--- config.mk ---
export PLATFORM = sky130hd
export DESIGN_NAME = mb8_arb_flat
export DESIGN_NICKNAME = d
export VERILOG_FILES = /design/src/rtl/mb8_pkg.sv /design/src/rtl/mb8_io.sv /design/src/rtl/rr_pick.sv /design/src/rtl/mb8_arb.sv /design/src/flat_wrapper.sv
export SDC_FILE = /design/constraint.sdc
export NUM_CORES = 1
export LEC_CHECK = 0
export ABC_AREA = 1
export CORE_ASPECT_RATIO = 1.75
export CORE_UTILIZATION = 30
export CTS_CLUSTER_SIZE = 12
export DETAILED_ROUTE_END_ITERATION = 16
export GPL_TIMING_DRIVEN = 0
export PLACE_DENSITY_LB_ADDON = 0.08
export SLEW_MARGIN = 15
export SYNTH_ARGS = -nofsm -noshare
export SYNTH_HDL_FRONTEND = slang
export SYNTH_SLANG_ARGS = --single-unit
--- constraint.sdc ---
create_clock -name clk -period 2.9 [get_ports clk]
set_input_delay 0.435 -clock clk [delete_from_list [all_inputs] [get_ports clk]]
set_output_delay 0.435 -clock clk [all_outputs]
set_load 0.01 [all_outputs]
--- src/rtl/mb8_pkg.sv ---
// Shared constants and types for the three-requester byte-memory arbiter.
package mb8_pkg;
  localparam int MB8_ASZ  = 17;
  localparam int MB8_DSZ  = 8;
  localparam int MB8_NREQ = 3;

  localparam int REQ_CONSOLE = 0;
  localparam int REQ_FINDER  = 1;
  localparam int REQ_INNER   = 2;

  typedef enum logic [1:0] {IDLE, OPEN, LOCK} arb_state_e;
endpackage

--- src/rtl/mb8_io.sv ---
// Single-port byte memory bus; the arbiter is the only master.
interface mb8_io #(
  parameter int ASZ = mb8_pkg::MB8_ASZ,
  parameter int DSZ = mb8_pkg::MB8_DSZ
);
  logic           we;
  logic [ASZ-1:0] addr;
  logic [DSZ-1:0] wdata;
  logic [DSZ-1:0] rdata;

  modport master (output we, addr, wdata, input rdata);
  modport slave  (input we, addr, wdata, output rdata);
endinterface

--- src/rtl/rr_pick.sv ---
// One-hot winner picker: round-robin from ptr, or lowest index when
// MB8_ARB_FIXED_PRI_EN is defined (ptr port then absent).
module rr_pick #(
  parameter int N  = 3,
  parameter int PW = 2
) (
  input  logic [N-1:0]  req,
`ifndef MB8_ARB_FIXED_PRI_EN
  input  logic [PW-1:0] ptr,
`endif
  output logic [N-1:0]  win
);
`ifdef MB8_ARB_FIXED_PRI_EN
  always_comb begin
    win = '0;
    for (int i = 0; i < N; i++)
      if (req[i] && win == '0) win[i] = 1'b1;
  end
`else
  int idx;

  always_comb begin
    win = '0;
    idx = 0;
    for (int k = 0; k < N; k++) begin
      idx = (int'(ptr) + k) % N;
      if (req[idx] && win == '0) win[idx] = 1'b1;
    end
  end
`endif
endmodule

--- src/rtl/mb8_arb.sv ---
// Arbiter for the spram8_128k port: round-robin (or fixed priority under
// MB8_ARB_FIXED_PRI_EN) with per-requester bus lock; grant issues the access.
module mb8_arb
  import mb8_pkg::*;
#(
  parameter int ASZ  = MB8_ASZ,
  parameter int DSZ  = MB8_DSZ,
  parameter int NREQ = MB8_NREQ
) (
  input  logic                      clk,
  input  logic                      rst,
  input  logic [NREQ-1:0]           req,
  input  logic [NREQ-1:0]           lock,
  input  logic [NREQ-1:0]           we,
  input  logic [NREQ-1:0][ASZ-1:0]  ai,
  input  logic [NREQ-1:0][DSZ-1:0]  vi,
  output logic [NREQ-1:0]           gnt,
  output logic [NREQ-1:0]           ack,
  output logic [DSZ-1:0]            vo,
  mb8_io.master                     mb_if
);
  localparam int PW = (NREQ > 1) ? $clog2(NREQ) : 1;

  arb_state_e      state_q, state_d;
  logic [PW-1:0]   owner_q, owner_d, win_idx;
  logic [NREQ-1:0] ack_q, owner_oh, others, arb_req, win;
  logic            hold;
  logic            mwe;
  logic [ASZ-1:0]  maddr;
  logic [DSZ-1:0]  mwd;
`ifndef MB8_ARB_FIXED_PRI_EN
  logic [PW-1:0]   ptr_q, ptr_d;
`endif

  // On lock release the old owner yields if anyone else is waiting.
  always_comb begin
    owner_oh          = '0;
    owner_oh[owner_q] = 1'b1;
    others            = req & ~owner_oh;
    hold              = (state_q == LOCK) && lock[owner_q];
    arb_req           = ((state_q == LOCK) && (others != '0)) ? others : req;
  end

  rr_pick #(.N(NREQ), .PW(PW)) u_pick (
    .req (arb_req),
`ifndef MB8_ARB_FIXED_PRI_EN
    .ptr (ptr_q),
`endif
    .win (win)
  );

  always_comb begin
    win_idx = '0;
    for (int i = 0; i < NREQ; i++)
      if (win[i]) win_idx = PW'(i);
    gnt     = '0;
    state_d = state_q;
    owner_d = owner_q;
`ifndef MB8_ARB_FIXED_PRI_EN
    ptr_d   = ptr_q;
`endif
    if (!rst) begin
      gnt = '0;
    end else if (hold) begin
      // Locked bus stays reserved for the owner even when it is not asking.
      gnt = req & owner_oh;
    end else if (win != '0) begin
      gnt     = win;
      owner_d = win_idx;
      state_d = lock[win_idx] ? LOCK : OPEN;
`ifndef MB8_ARB_FIXED_PRI_EN
      ptr_d   = (win_idx == PW'(NREQ - 1)) ? '0 : win_idx + PW'(1);
`endif
    end else begin
      state_d = IDLE;
    end
  end

  always_ff @(posedge clk or negedge rst) begin
    if (!rst) begin
      state_q <= IDLE;
      owner_q <= '0;
      ack_q   <= '0;
`ifndef MB8_ARB_FIXED_PRI_EN
      ptr_q   <= '0;
`endif
    end else begin
      state_q <= state_d;
      owner_q <= owner_d;
      ack_q   <= gnt;
`ifndef MB8_ARB_FIXED_PRI_EN
      ptr_q   <= ptr_d;
`endif
    end
  end

  always_comb begin
    mwe   = 1'b0;
    maddr = '0;
    mwd   = '0;
    for (int i = 0; i < NREQ; i++)
      if (gnt[i]) begin
        mwe   = mwe | we[i];
        maddr = maddr | ai[i];
        mwd   = mwd | vi[i];
      end
  end

  assign mb_if.we    = mwe;
  assign mb_if.addr  = maddr;
  assign mb_if.wdata = mwd;
  assign ack         = ack_q;
  // Read data is forced to zero outside an ack so the bus reads quiet in reset.
  assign vo          = (ack_q != '0) ? mb_if.rdata : '0;
endmodule
--- src/flat_wrapper.sv ---
// flat-port wrapper written by rule: the top's interface ports become plain ports
module mb8_arb_flat import mb8_pkg::*;
#(
  parameter int ASZ  = MB8_ASZ,
  parameter int DSZ  = MB8_DSZ,
  parameter int NREQ = MB8_NREQ
)
  (clk, rst, req, lock, we, ai, vi, gnt, ack, vo, mb_if_we, mb_if_addr, mb_if_wdata, mb_if_rdata);
  mb8_io #(.ASZ(ASZ), .DSZ(DSZ)) mb_if_i ();
  input  logic clk;
  input  logic rst;
  input  logic [NREQ-1:0] req;
  input  logic [NREQ-1:0] lock;
  input  logic [NREQ-1:0] we;
  input  logic [NREQ-1:0][ASZ-1:0] ai;
  input  logic [NREQ-1:0][DSZ-1:0] vi;
  output logic [NREQ-1:0] gnt;
  output logic [NREQ-1:0] ack;
  output logic [DSZ-1:0] vo;
  output wire logic [$bits(mb_if_i.we)-1:0] mb_if_we;
  output wire logic [$bits(mb_if_i.addr)-1:0] mb_if_addr;
  output wire logic [$bits(mb_if_i.wdata)-1:0] mb_if_wdata;
  input wire logic [$bits(mb_if_i.rdata)-1:0] mb_if_rdata;
  assign mb_if_we = mb_if_i.we;
  assign mb_if_addr = mb_if_i.addr;
  assign mb_if_wdata = mb_if_i.wdata;
  assign mb_if_i.rdata = mb_if_rdata;
  mb8_arb #(.ASZ(ASZ), .DSZ(DSZ), .NREQ(NREQ)) u_core (.clk(clk), .rst(rst), .req(req), .lock(lock), .we(we), .ai(ai), .vi(vi), .gnt(gnt), .ack(ack), .vo(vo), .mb_if(mb_if_i));
endmodule
==> impl_results.html <==
<table>
<tr><th>Metric</th><th>Value</th></tr>
<tr><th colspan="2">Logic synthesis</th></tr>
<tr><td>Seq cells post-synth</td><td>8</td></tr>
<tr><td>Synthesized cell area</td><td>1603 um2</td></tr>
<tr><td>Cell accounting for the most synthesized area</td><td>sky130_fd_sc_hd__nand2_1</td></tr>
<tr><td>Avg Inst Size Synth</td><td>6.237 um2</td></tr>
<tr><td>Most frequently used cell type in the post-synthesis netlist</td><td>sky130_fd_sc_hd__nand2_1</td></tr>
<tr><td>Number of warning messages in the yosys log</td><td>0</td></tr>
<tr><td>Count of unique library cells instantiated by Yosys</td><td>25</td></tr>
<tr><td>Count of flip-flops with a built-in enable after synthesis</td><td>0</td></tr>
<tr><td>Net Count, Synth</td><td>355</td></tr>
<tr><td>Synth top area share</td><td>20.14%</td></tr>
<tr><td>Proportion of synthesized chip area in sequential cells</td><td>12.49%</td></tr>
<tr><td>Share of flip-flops with an asynchronous set or reset</td><td>100.0%</td></tr>
<tr><td>Syn Inst Count</td><td>257</td></tr>
<tr><td>Synth cell count leaders</td><td>sky130_fd_sc_hd__nand2_1, sky130_fd_sc_hd__nand3_1, sky130_fd_sc_hd__nand2_2</td></tr>
<tr><td>Cell types with the largest area share after synthesis</td><td>sky130_fd_sc_hd__nand2_1, sky130_fd_sc_hd__nand3_2, sky130_fd_sc_hd__dfrtp_1, sky130_fd_sc_hd__nand2_2, sky130_fd_sc_hd__nand3_1</td></tr>
<tr><td>Top FF cell, synth</td><td>sky130_fd_sc_hd__dfrtp_1</td></tr>
<tr><th colspan="2">Placement</th></tr>
<tr><td>Total placed instance area</td><td>3002 um2</td></tr>
<tr><td>Total instance count after detailed placement</td><td>444</td></tr>
<tr><td>Placer Congestion</td><td>0.8296</td></tr>
<tr><td>Number of port buffers</td><td>133</td></tr>
<tr><td>Minimum setup slack after placement</td><td>-1.040 ns</td></tr>
<tr><td>Hpwl dp</td><td>5.015 mm</td></tr>
<tr><th colspan="2">STA</th></tr>
<tr><td>Post-Route Setup TNS</td><td>-11.56 ns</td></tr>
<tr><td>Final cycle utilization of the critical path</td><td>116.8%</td></tr>
<tr><td>Setup repair after global routing missed its margin</td><td>true</td></tr>
<tr><td>Maximum clock rate</td><td>295.3 MHz</td></tr>
<tr><td>Worst slew slack as a fraction of its limit</td><td>30.27%</td></tr>
<tr><td>Number of hold-slack violations in the final timing report</td><td>0</td></tr>
<tr><td>Count of endpoints failing setup in the final report</td><td>29</td></tr>
<tr><td>Slew of the pin with the lowest slew margin</td><td>1.038 ns</td></tr>
<tr><td>Min setup slack post-route</td><td>-0.4867 ns</td></tr>
<tr><td>Final count of pins violating max slew</td><td>0</td></tr>
<tr><td>Min Tclk post-route</td><td>3.387 ns</td></tr>
<tr><td>Clk_skew</td><td>0.002820 ns</td></tr>
<tr><th colspan="2">Power</th></tr>
<tr><td>Maximum ir drop on the vdd rail</td><td>942.4 uV</td></tr>
<tr><td>P_leak</td><td>0.002052 uW</td></tr>
<tr><td>Power Total</td><td>6018 uW</td></tr>
<tr><td>Power Dens Cells</td><td>1469 nW/um2</td></tr>
<tr><th colspan="2">Run status</th></tr>
<tr><td>Violated checks</td><td>design-rule violations, negative setup slack</td></tr>
<tr><td>Outcome</td><td>finished, violations left</td></tr>
<tr><th colspan="2">Finish</th></tr>
<tr><td>Reg area</td><td>201.4 um2</td></tr>
<tr><td>Multi-input gate area</td><td>1585 um2</td></tr>
<tr><td>Final instance area</td><td>4095 um2</td></tr>
<tr><td>Syn-to-layout area delta</td><td>155.5%</td></tr>
<tr><td>Final cell count without fillers</td><td>519</td></tr>
<tr><td>Filler cells</td><td>340</td></tr>
<tr><td>Number of nets in the layout</td><td>564</td></tr>
<tr><td>Fraction of final layout cells with drive strength greater than 1</td><td>49.78%</td></tr>
<tr><th colspan="2">CTS</th></tr>
<tr><td>Total number of H-tree levels</td><td>1</td></tr>
<tr><td>Clock buffers created by TritonCTS</td><td>3</td></tr>
<tr><td>Number of clock sinks seen by CTS</td><td>8</td></tr>
<tr><td>Clock slew at reported path FFs</td><td>0.04 ns</td></tr>
<tr><td>Clock latency at the later pin of the worst-skew pair</td><td>0.23 ns</td></tr>
<tr><td>Number of hold-repair buffers added at the cts stage</td><td>0</td></tr>
<tr><td>Root buf cell</td><td>sky130_fd_sc_hd__clkbuf_8</td></tr>
<tr><td>Bufs on Longest Clock Path</td><td>2</td></tr>
<tr><td>TritonCTS clock tree</td><td>done</td></tr>
<tr><th colspan="2">Routing</th></tr>
<tr><td>DR iter-0 viols</td><td>76</td></tr>
<tr><td>Residual DRC count</td><td>2</td></tr>
<tr><td>Total wire length after detailed routing</td><td>8.573 mm</td></tr>
<tr><td>DR pass1 iterations</td><td>11</td></tr>
<tr><td>Average wire length per cell after detail routing</td><td>16.52 um</td></tr>
<tr><td>Number of antenna-violating nets in the routed design</td><td>0</td></tr>
<tr><td>Detailed-route vias per instance</td><td>5.000</td></tr>
<tr><td>Vias</td><td>2595</td></tr>
<tr><th colspan="2">Setup path</th></tr>
<tr><td>Crit path launch type</td><td>register</td></tr>
<tr><td>CP endpoint kind</td><td>output pin</td></tr>
<tr><td>Critical setup path kind</td><td>register to output pin</td></tr>
<tr><td>Crit path arrival time</td><td>2.95 ns</td></tr>
<tr><td>Maximum fanout encountered on the critical timing path</td><td>5</td></tr>
<tr><td>Required @ worst endpoint</td><td>2.47 ns</td></tr>
<tr><th colspan="2">Global routing</th></tr>
<tr><td>Total routing resource utilization after global routing</td><td>27.14%</td></tr>
<tr><td>Vias in the first global route</td><td>2627</td></tr>
<tr><td>Largest net degree at the start of global routing</td><td>11</td></tr>
<tr><td>Antenna violations before repair</td><td>1</td></tr>
<tr><td>Residual overflow from global routing</td><td>0</td></tr>
<tr><td>Wire length of the first global-routing pass</td><td>11.98 mm</td></tr>
<tr><th colspan="2">Die</th></tr>
<tr><td>Initial Utilization</td><td>31.66%</td></tr>
<tr><td>Row cnt</td><td>34</td></tr>
<tr><td>Area enclosed by the die boundary</td><td>5651 um2</td></tr>
<tr><td>Ports</td><td>134</td></tr>
<tr><td>Core Region</td><td>5062 um2</td></tr>
<tr><td>Y dimension of the die</td><td>98.70 um</td></tr>
<tr><td>Die X-Extent</td><td>57.26 um</td></tr>
<tr><th colspan="2">Flow run</th></tr>
<tr><td>Count of max-cap constraint violations</td><td>0</td></tr>
<tr><th colspan="2">Hold path</th></tr>
<tr><td>Min-Delay Path Class</td><td>input pin to asynchronous set/reset pin</td></tr>
</table>
==> state kept, by name (all words and copies together) (netlist names) <==
| name | count |
|---|---|
| u_core.ack | 3 |
| u_core.owner_q | 2 |
| u_core.state_q | 2 |
| u_core.ptr_q | 1 |
==> metrics by stage <==
| step | utilization [%] | hold slack (ns) |
|---|---|---|
| after floorplan | - | 0.1394 |
| after global placement | 59.29 | 0.4861 |
| after detailed placement | 59.29 | 0.5169 |
| after CTS | 74.79 | 0.5077 |
| after global routing | 80.89 | 0.5449 |
| final | 80.89 | 0.4998 |
==> metal layers <==
layer	global-route usage, %	wire length, um	vias up
met5	0	0	-
met3	4.987	429	25
met4	9.381	312	0
li1	-	-	1249
met2	55.20	5096	109
met1	25.68	2735	1212
==> worst max-delay path, cell delays in order, from the launching register on <==
cell,delay (ns)
sky130_fd_sc_hd__dfrtp_1,0.41
sky130_fd_sc_hd__buf_6,0.14
sky130_fd_sc_hd__nand2_4,0.06
sky130_fd_sc_hd__nand2_4,0.06
sky130_fd_sc_hd__nand3_4,0.15
sky130_fd_sc_hd__nand2_8,0.09
sky130_fd_sc_hd__nand2_4,0.09
sky130_fd_sc_hd__nand2_4,0.07
sky130_fd_sc_hd__o211ai_4,0.21
sky130_fd_sc_hd__nand2_4,0.10
sky130_fd_sc_hd__nand3_2,0.09
sky130_fd_sc_hd__nand2_2,0.07
sky130_fd_sc_hd__nor2_4,0.15
sky130_fd_sc_hd__nand3_2,0.11
sky130_fd_sc_hd__nand2_2,0.10
sky130_fd_sc_hd__nand2_4,0.07
sky130_fd_sc_hd__o31ai_4,0.13
sky130_fd_sc_hd__buf_6,0.17
sky130_fd_sc_hd__buf_6,0.10
sky130_fd_sc_hd__buf_6,0.10
sky130_fd_sc_hd__nand2_4,0.05
sky130_fd_sc_hd__nand3_4,0.09
sky130_fd_sc_hd__buf_6,0.10
==> power by group <==
group	leakage [uW]	internal (uW)	switching, uW
clock	0.0000216	89.9	44.2
sequential	0.000101	165	44.6
combinational	0.00193	3010	2670
==> logic make-up after synthesis <==
kind of cell	share of synthesized area [%]
AOI/OAI and AO/OA	7.494
DFF	12.49
buffers and inverters	10.38
muxes	0.6245
adders and majority gates	3.123
and+or+nand+nor	65.89
==> area by class of cell <==
| type | count | area share [%] |
|---|---|---|
| antenna | 1 | 0.06111 |
| buffer | 6 | 2.078 |
| clock buffer | 3 | 1.008 |
| inverter | 25 | 2.414 |
| multi-input combinational | 218 | 38.71 |
| sequential | 8 | 4.919 |
| tap | 54 | 1.650 |
| timing repair buffer | 204 | 49.16 |
==> path summary, 6_finish.rpt <==
kind | from | to | slack [ns] | cells after the start
setup / recovery | u_core.owner_q[1] | mb_if_wdata[6] | -0.49 | 22
max in group asynchronous | rst | u_core.owner_q[0] | 2.09 | 1
hold / removal | rst | u_core.state_q[1] | 0.50 | 1
hold reg to reg | u_core.state_q[1] | u_core.state_q[1] | 0.53 | 2
min in group clk | u_core.state_q[1] | u_core.state_q[1] | 0.53 | 2
setup reg to reg | u_core.owner_q[0] | u_core.state_q[1] | 0.31 | 19
==> cells in the final DEF (no fill, tap or decap), types with 6 or more instances in the layout <==
| cell | n |
|---|---|
| sky130_fd_sc_hd__buf_6 | 52 |
| sky130_fd_sc_hd__clkdlybuf4s50_1 | 101 |
| sky130_fd_sc_hd__nor2_1 | 14 |
| sky130_fd_sc_hd__buf_12 | 6 |
| sky130_fd_sc_hd__nand2_4 | 21 |
| sky130_fd_sc_hd__nand2_2 | 42 |
| sky130_fd_sc_hd__inv_1 | 20 |
| sky130_fd_sc_hd__nand3_2 | 37 |
| sky130_fd_sc_hd__buf_4 | 46 |
| sky130_fd_sc_hd__dfrtp_1 | 7 |
| sky130_fd_sc_hd__nand2_1 | 55 |
| sky130_fd_sc_hd__o21ai_0 | 6 |
| sky130_fd_sc_hd__nand3_1 | 19 |
==> what timing repair did <==
action	in CTS	in global routing
cloned	3	0
pin swaps	21	18
setup endpoints to repair	29	29
endpoints found under the hold margin	0	0
buffers inserted	55	15
resized for setup	215	54
No activity file was read; power rests on OpenSTA's default activity.
